$ cat src/rtl/dp_ctrl_if.sv
// dp_ctrl_if: host/datapath handshake and command bundle for dp_ctrl; DP_CTRL_ABORT_EN adds abort.
interface dp_ctrl_if;
  logic start;
  logic mode;
  logic in_valid;
  logic in_req;
  logic in_ack;
  logic out1;
  logic out2;
  logic out3;
  logic busy;
  logic done;
`ifdef DP_CTRL_ABORT_EN
  logic abort;
  modport master (output start, mode, in_valid, abort,
                  input in_req, in_ack, out1, out2, out3, busy, done);
  modport slave  (input start, mode, in_valid, abort,
                  output in_req, in_ack, out1, out2, out3, busy, done);
`else
  modport master (output start, mode, in_valid,
                  input in_req, in_ack, out1, out2, out3, busy, done);
  modport slave  (input start, mode, in_valid,
                  output in_req, in_ack, out1, out2, out3, busy, done);
`endif
endinterface

$ cat src/rtl/dp_ctrl.sv
// dp_ctrl: cipher datapath sequencer (byte handshake, key expansion, run, capture).
// Optional DP_CTRL_ABORT_EN adds a synchronous abort back to IDLE.
module dp_ctrl #(
  parameter int RUN_CYCLES = 3,
  parameter int OUT_HOLD   = 2,
  parameter int CNT_W      = 3
) (
  input logic       clka,
  input logic       restart,
  dp_ctrl_if.slave  bus
);
  typedef enum logic [3:0] {
    IDLE, REQ_HI, LOAD_HI, REL_HI, REQ_LO, LOAD_LO, REL_LO, KEY1, KEY2, RUN, DONE
  } state_t;
  state_t state_q, state_d;
  logic mode_q, mode_d;
  logic [CNT_W-1:0] cnt_q, cnt_d;
  logic [2:0] code_q, code_d;
  logic req_q, req_d, ack_q, ack_d, busy_q, busy_d, done_q, done_d;
  always_comb begin
    state_d = state_q;
    mode_d  = mode_q;
    cnt_d   = cnt_q;
    done_d  = 1'b0;
    case (state_q)
      IDLE:    if (bus.start) begin
                 state_d = REQ_HI;
                 mode_d  = bus.mode;
               end
      REQ_HI:  state_d = bus.in_valid ? LOAD_HI : REQ_HI;
      LOAD_HI: state_d = REL_HI;
      REL_HI:  state_d = bus.in_valid ? REL_HI : REQ_LO;
      REQ_LO:  state_d = bus.in_valid ? LOAD_LO : REQ_LO;
      LOAD_LO: state_d = REL_LO;
      REL_LO:  state_d = bus.in_valid ? REL_LO : KEY1;
      KEY1:    state_d = KEY2;
      KEY2:    begin
                 state_d = RUN;
                 cnt_d   = '0;
               end
      RUN:     begin
                 state_d = (cnt_q == CNT_W'(RUN_CYCLES - 1)) ? DONE : RUN;
                 cnt_d   = (cnt_q == CNT_W'(RUN_CYCLES - 1)) ? '0 : cnt_q + 1'b1;
               end
      DONE:    begin
                 state_d = (cnt_q == CNT_W'(OUT_HOLD - 1)) ? IDLE : DONE;
                 cnt_d   = (cnt_q == CNT_W'(OUT_HOLD - 1)) ? '0 : cnt_q + 1'b1;
                 done_d  = (cnt_q == CNT_W'(OUT_HOLD - 1));
               end
      default: state_d = IDLE;
    endcase
`ifdef DP_CTRL_ABORT_EN
    if (bus.abort && state_q != IDLE) begin
      state_d = IDLE;
      cnt_d   = '0;
      done_d  = 1'b0;
    end
`endif
    // Outputs are decoded from the next state so the registered codes line up with the state.
    req_d  = (state_d == REQ_HI) || (state_d == REQ_LO);
    ack_d  = (state_d == LOAD_HI) || (state_d == REL_HI) || (state_d == LOAD_LO) || (state_d == REL_LO);
    busy_d = (state_d != IDLE);
    code_d = (state_d == LOAD_HI) ? 3'b100 :
             (state_d == LOAD_LO) ? 3'b010 :
             (state_d == KEY1)    ? 3'b110 :
             (state_d == KEY2)    ? 3'b011 :
             (state_d == RUN || state_d == DONE) ? {mode_d, 2'b01} : 3'b000;
  end
  always_ff @(posedge clka or posedge restart)
    if (restart) begin
      state_q <= IDLE;
      mode_q  <= 1'b0;
      cnt_q   <= '0;
      code_q  <= 3'b000;
      req_q   <= 1'b0;
      ack_q   <= 1'b0;
      busy_q  <= 1'b0;
      done_q  <= 1'b0;
    end else begin
      state_q <= state_d;
      mode_q  <= mode_d;
      cnt_q   <= cnt_d;
      code_q  <= code_d;
      req_q   <= req_d;
      ack_q   <= ack_d;
      busy_q  <= busy_d;
      done_q  <= done_d;
    end
  assign {bus.out1, bus.out2, bus.out3} = code_q;
  assign bus.in_req = req_q;
  assign bus.in_ack = ack_q;
  assign bus.busy   = busy_q;
  assign bus.done   = done_q;
endmodule

$ cat src/flat_wrapper.sv
// flat-port wrapper written by rule: the top's interface ports become plain ports
module dp_ctrl_flat 
#(
  parameter int RUN_CYCLES = 3,
  parameter int OUT_HOLD   = 2,
  parameter int CNT_W      = 3
)
  (clka, restart, bus_start, bus_mode, bus_in_valid, bus_in_req, bus_in_ack, bus_out1, bus_out2, bus_out3, bus_busy, bus_done);
  dp_ctrl_if bus_i ();
  input logic clka;
  input logic restart;
  input wire logic [$bits(bus_i.start)-1:0] bus_start;
  input wire logic [$bits(bus_i.mode)-1:0] bus_mode;
  input wire logic [$bits(bus_i.in_valid)-1:0] bus_in_valid;
  output wire logic [$bits(bus_i.in_req)-1:0] bus_in_req;
  output wire logic [$bits(bus_i.in_ack)-1:0] bus_in_ack;
  output wire logic [$bits(bus_i.out1)-1:0] bus_out1;
  output wire logic [$bits(bus_i.out2)-1:0] bus_out2;
  output wire logic [$bits(bus_i.out3)-1:0] bus_out3;
  output wire logic [$bits(bus_i.busy)-1:0] bus_busy;
  output wire logic [$bits(bus_i.done)-1:0] bus_done;
  assign bus_i.start = bus_start;
  assign bus_i.mode = bus_mode;
  assign bus_i.in_valid = bus_in_valid;
  assign bus_in_req = bus_i.in_req;
  assign bus_in_ack = bus_i.in_ack;
  assign bus_out1 = bus_i.out1;
  assign bus_out2 = bus_i.out2;
  assign bus_out3 = bus_i.out3;
  assign bus_busy = bus_i.busy;
  assign bus_done = bus_i.done;
  dp_ctrl #(.RUN_CYCLES(RUN_CYCLES), .OUT_HOLD(OUT_HOLD), .CNT_W(CNT_W)) u_core (.clka(clka), .restart(restart), .bus(bus_i));
endmodule
$ cat config.mk
export PLATFORM = sky130hd
export DESIGN_NAME = dp_ctrl_flat
export DESIGN_NICKNAME = d
export VERILOG_FILES = /design/src/rtl/dp_ctrl_if.sv /design/src/rtl/dp_ctrl.sv /design/src/flat_wrapper.sv
export SDC_FILE = /design/constraint.sdc
export NUM_CORES = 1
export LEC_CHECK = 0
export CAP_MARGIN = 0
export CORE_ASPECT_RATIO = 1.2
export CORE_UTILIZATION = 29
export DETAILED_ROUTE_END_ITERATION = 6
export GPL_ROUTABILITY_DRIVEN = 0
export PLACE_DENSITY = 0.48
export SYNTH_ARGS = -nofsm -noshare
export SYNTH_HDL_FRONTEND = slang
export SYNTH_SLANG_ARGS = --single-unit
export TNS_END_PERCENT = 50
$ cat constraint.sdc
create_clock -name clka -period 1.7 [get_ports clka]
set_clock_uncertainty 0.15 [all_clocks]
set_input_delay 0.51 -clock clka [delete_from_list [all_inputs] [get_ports clka]]
set_output_delay 0.51 -clock clka [all_outputs]
set_load 0.01 [all_outputs]
==> flow_summary.yaml <==
worst_setup_path:
  critical_path_buf_inv_count: 1
  ff2ff_path_depth: 6
  cp.arrival_ns: 1.80
  path_cells: "or3b_1 > a32oi_2 > o211ai_2 > buf_4 > nand2_1 > mux2i_1"
  critPathMaxFanout: 6
  max_stage_delay_ns: 0.44
  end_kind: "flip-flop"
  path_depth: 6
  crit_slowest_cell: "dfrtp_2"
  cp.required_ns: 1.72
  start_kind: "flip-flop"
  worstSetupPathType: "reg -> reg"
  path_delay_family: "simple AND/OR/NAND/NOR gates"
final_layout:
  drive_gt1_share_pct: 40.3
  final_common_cell: "buf_4"
  nets: 135
  finalInstanceArea_sq_um: 1290
  final_cell_mix: "26 x buf_4, 10 x dfrtp_1, 9 x nand2_1, 9 x nor2_1, 9 x dlygate4sd2_1"
  n_antenna_cell: 0
  syn2layout_area_growth_pct: 43.3
floorplanning:
  die_w_um: 52.9
  die_area_sq_um: 3330
  core_sq_um: 2860
  num_io_pins: 12
  initial_core_util_pct: 31.5
  fp.dieH_um: 63.1
  num_rows: 21
detailed_routing:
  routed_wl_um: 2420
  route.detailed.wl_per_inst_um: 14.8
  drt-initial-drc-count: 19
  drc: 0
  ant_nets: 0
  first_pass_iters: 4
  post_drt_via_cell_ratio: 5.10
  dr_total_vias: 832
synthesis:
  yosys_warnings: 0
  synth_seq_cells: 15
  synth_fa_ha_area_share_pct: 0
  synthXorXnorAreaFrac_pct: 0.972
  postSynthAreaPerCell_sq_um: 9.58
  muxShareOfSynthArea_pct: 4.58
  postSynthCellCount: 94
  synth-compound-area-share_pct: 20.8
  ys_types: 39
  ys_seq_area_share_pct: 41.7
  synth_top_family_by_area: "simple AND/OR/NAND/NOR gates"
  synth_edf_count: 0
  syn_nets: 99
  synth-simple-area-share_pct: 26.0
  synthArstFlopShare_pct: 100
  synth_flop_cell: "dfrtp_1"
  synth_area_sq_um: 901
clock_tree:
  clk_path_buf_depth: 2
  clockRootBuffer: "clkbuf_4"
  cts_tree: "yes"
  clkTransAtPathRegs_ns: 0.10
  clk_latency_ns: 0.29
  cts_sinks: 15
  cts-hold-fix-buffers: 0
  htreeDepth: 1
  numCtsBuffers: 3
global_route:
  grt_use_total_pct: 16.1
  grt_pass1_wl_um: 3910
  grt_pass1_vias: 878
  antenna_found_initial: 0
  grt_overflow: 0
  grt_max_degree: 16
flow_run:
  max_cap_violations: 0
place:
  dpl_worst_slack_ns: -0.571
  dp_hpwl_um: 1640
  place_area_sq_um: 1200
  numPortBuffers: 11
timing:
  setup_ws_ns: -0.0834
  slew_headroom_pct: 76.6
  post-route-min-period_ns: 1.78
  rsz0062_at_grt: "yes"
  period_share_pct: 105
  worst_slew_pin_slew_ns: 0.350
  finalMaxSlewViolations: 0
  setup_violations: 5
  fmaxAchievable_mhz: 561
  hold_violations: 0
pwr:
  powerDensity_nw_per_um2: 1950
  peakVddDrop_mv: 0.885
  p_leak_nw: 0.601
status:
  violations: "setup timing"
  outcome: "finished with violations"
worst_hold_path:
  hp-class: "in -> async"
==> synth_stat cells, types with 2 or more instances <==
| library cell | count | area, sq um |
|---|---|---|
| nand2b_1 | 3 | 18.8 |
| nand3_1 | 3 | 15.0 |
| mux2i_1 | 3 | 30.0 |
| nor3b_1 | 2 | 15.0 |
| buf_4 | 2 | 15.0 |
| and2_1 | 2 | 12.5 |
| a21oi_1 | 6 | 30.0 |
| and2b_1 | 3 | 22.5 |
| nand2_1 | 9 | 33.8 |
| o21ai_0 | 4 | 20.0 |
| buf_2 | 4 | 20.0 |
| dfrtp_1 | 15 | 375 |
| nor2_1 | 9 | 33.8 |
| inv_1 | 4 | 15.0 |
==> what timing repair did <==
| action | 4_1_cts | 5_1_grt |
|---|---|---|
| buffers inserted | 2 | 0 |
| gates resized for setup | 14 | 11 |
| cloned | 0 | 0 |
| pin swaps | 5 | 5 |
| endpoints found under the setup margin | 15 | 8 |
==> cell type report <==
| cell class | count | area [sq um] |
|---|---|---|
| Tap cell | 34 | 42.5 |
| Inverter | 4 | 15.0 |
| Fill cell | 302 | 1570 |
| Timing Repair Buffer | 38 | 305 |
| Sequential cell | 15 | 382 |
| Multi-Input combinational cell | 68 | 520 |
| Clock buffer | 4 | 26.3 |
==> through the flow <==
step	hold slack [ns]	instances	TNS (ns)	power [mW]	util [%]
3_3_place_gp	0.342	157	-2.83	2.16	42.0
3_5_place_dp	0.346	157	-3.22	2.16	42.0
6_report	0.366	163	-0.324	2.52	45.1
5_1_grt	0.392	163	-0.754	2.74	45.1
2_1_floorplan	0.261	94	0	1.52	-
4_1_cts	0.370	163	-0.324	2.43	43.5
==> metal layers <==
metal  wire length (um)  track usage (%)  vias up  share of wire, %
met5                  0                0        -                 0
met4                 30             6.25        0               1.2
li1                   -                -      402                 -
met3                 46             2.90        5               1.9
met2               1340             27.1       12                55
met1               1000             19.8      413                42
==> worst reg2reg max path: stages (launching register included) <==
cell and delay (ns):
dfrtp_2 0.44, or3b_1 0.40, a32oi_2 0.23, o211ai_2 0.15
buf_4 0.17, nand2_1 0.06, mux2i_1 0.07
==> worst paths after layout <==
| kind | from | end | slack [ns] |
|---|---|---|---|
| min | restart | u_core.bus.done | 0.37 |
| max | u_core.cnt_q[0] | u_core.bus.in_ack | -0.08 |
| min reg2reg | u_core.mode_q | u_core.mode_q | 0.37 |
| min in group clka | u_core.mode_q | u_core.mode_q | 0.37 |
| max reg2reg | u_core.cnt_q[0] | u_core.bus.in_ack | -0.08 |
| max in group asynchronous | restart | u_core.state_q[1] | 0.83 |
==> where the power goes <==
part           internal [mW]  total, mW  switching (mW)  leakage [nW]
Sequential             0.517      0.690           0.173         0.184
Combinational          0.874       1.62           0.744         0.402
Clock                 0.0912      0.214           0.123        0.0150
Total                   1.48       2.52            1.04         0.601
==> cell families after synthesis <==
group | count (synthesis)
compound gates | 23
mux | 4
buf+inv | 11
xor+xnor | 1
simple gates | 40
flops | 15
==> state kept, by name, summed over array words and instances (netlist names) <==
| register | count |
|---|---|
| u_core.state_q | 4 |
| u_core.bus.in_ack | 1 |
| u_core.cnt_q | 3 |
| u_core.bus.in_req | 1 |
| u_core.bus.busy | 1 |
| u_core.bus.done | 1 |
| u_core.code_q | 3 |
| u_core.mode_q | 1 |
No activity file was read; power rests on OpenSTA's default activity.
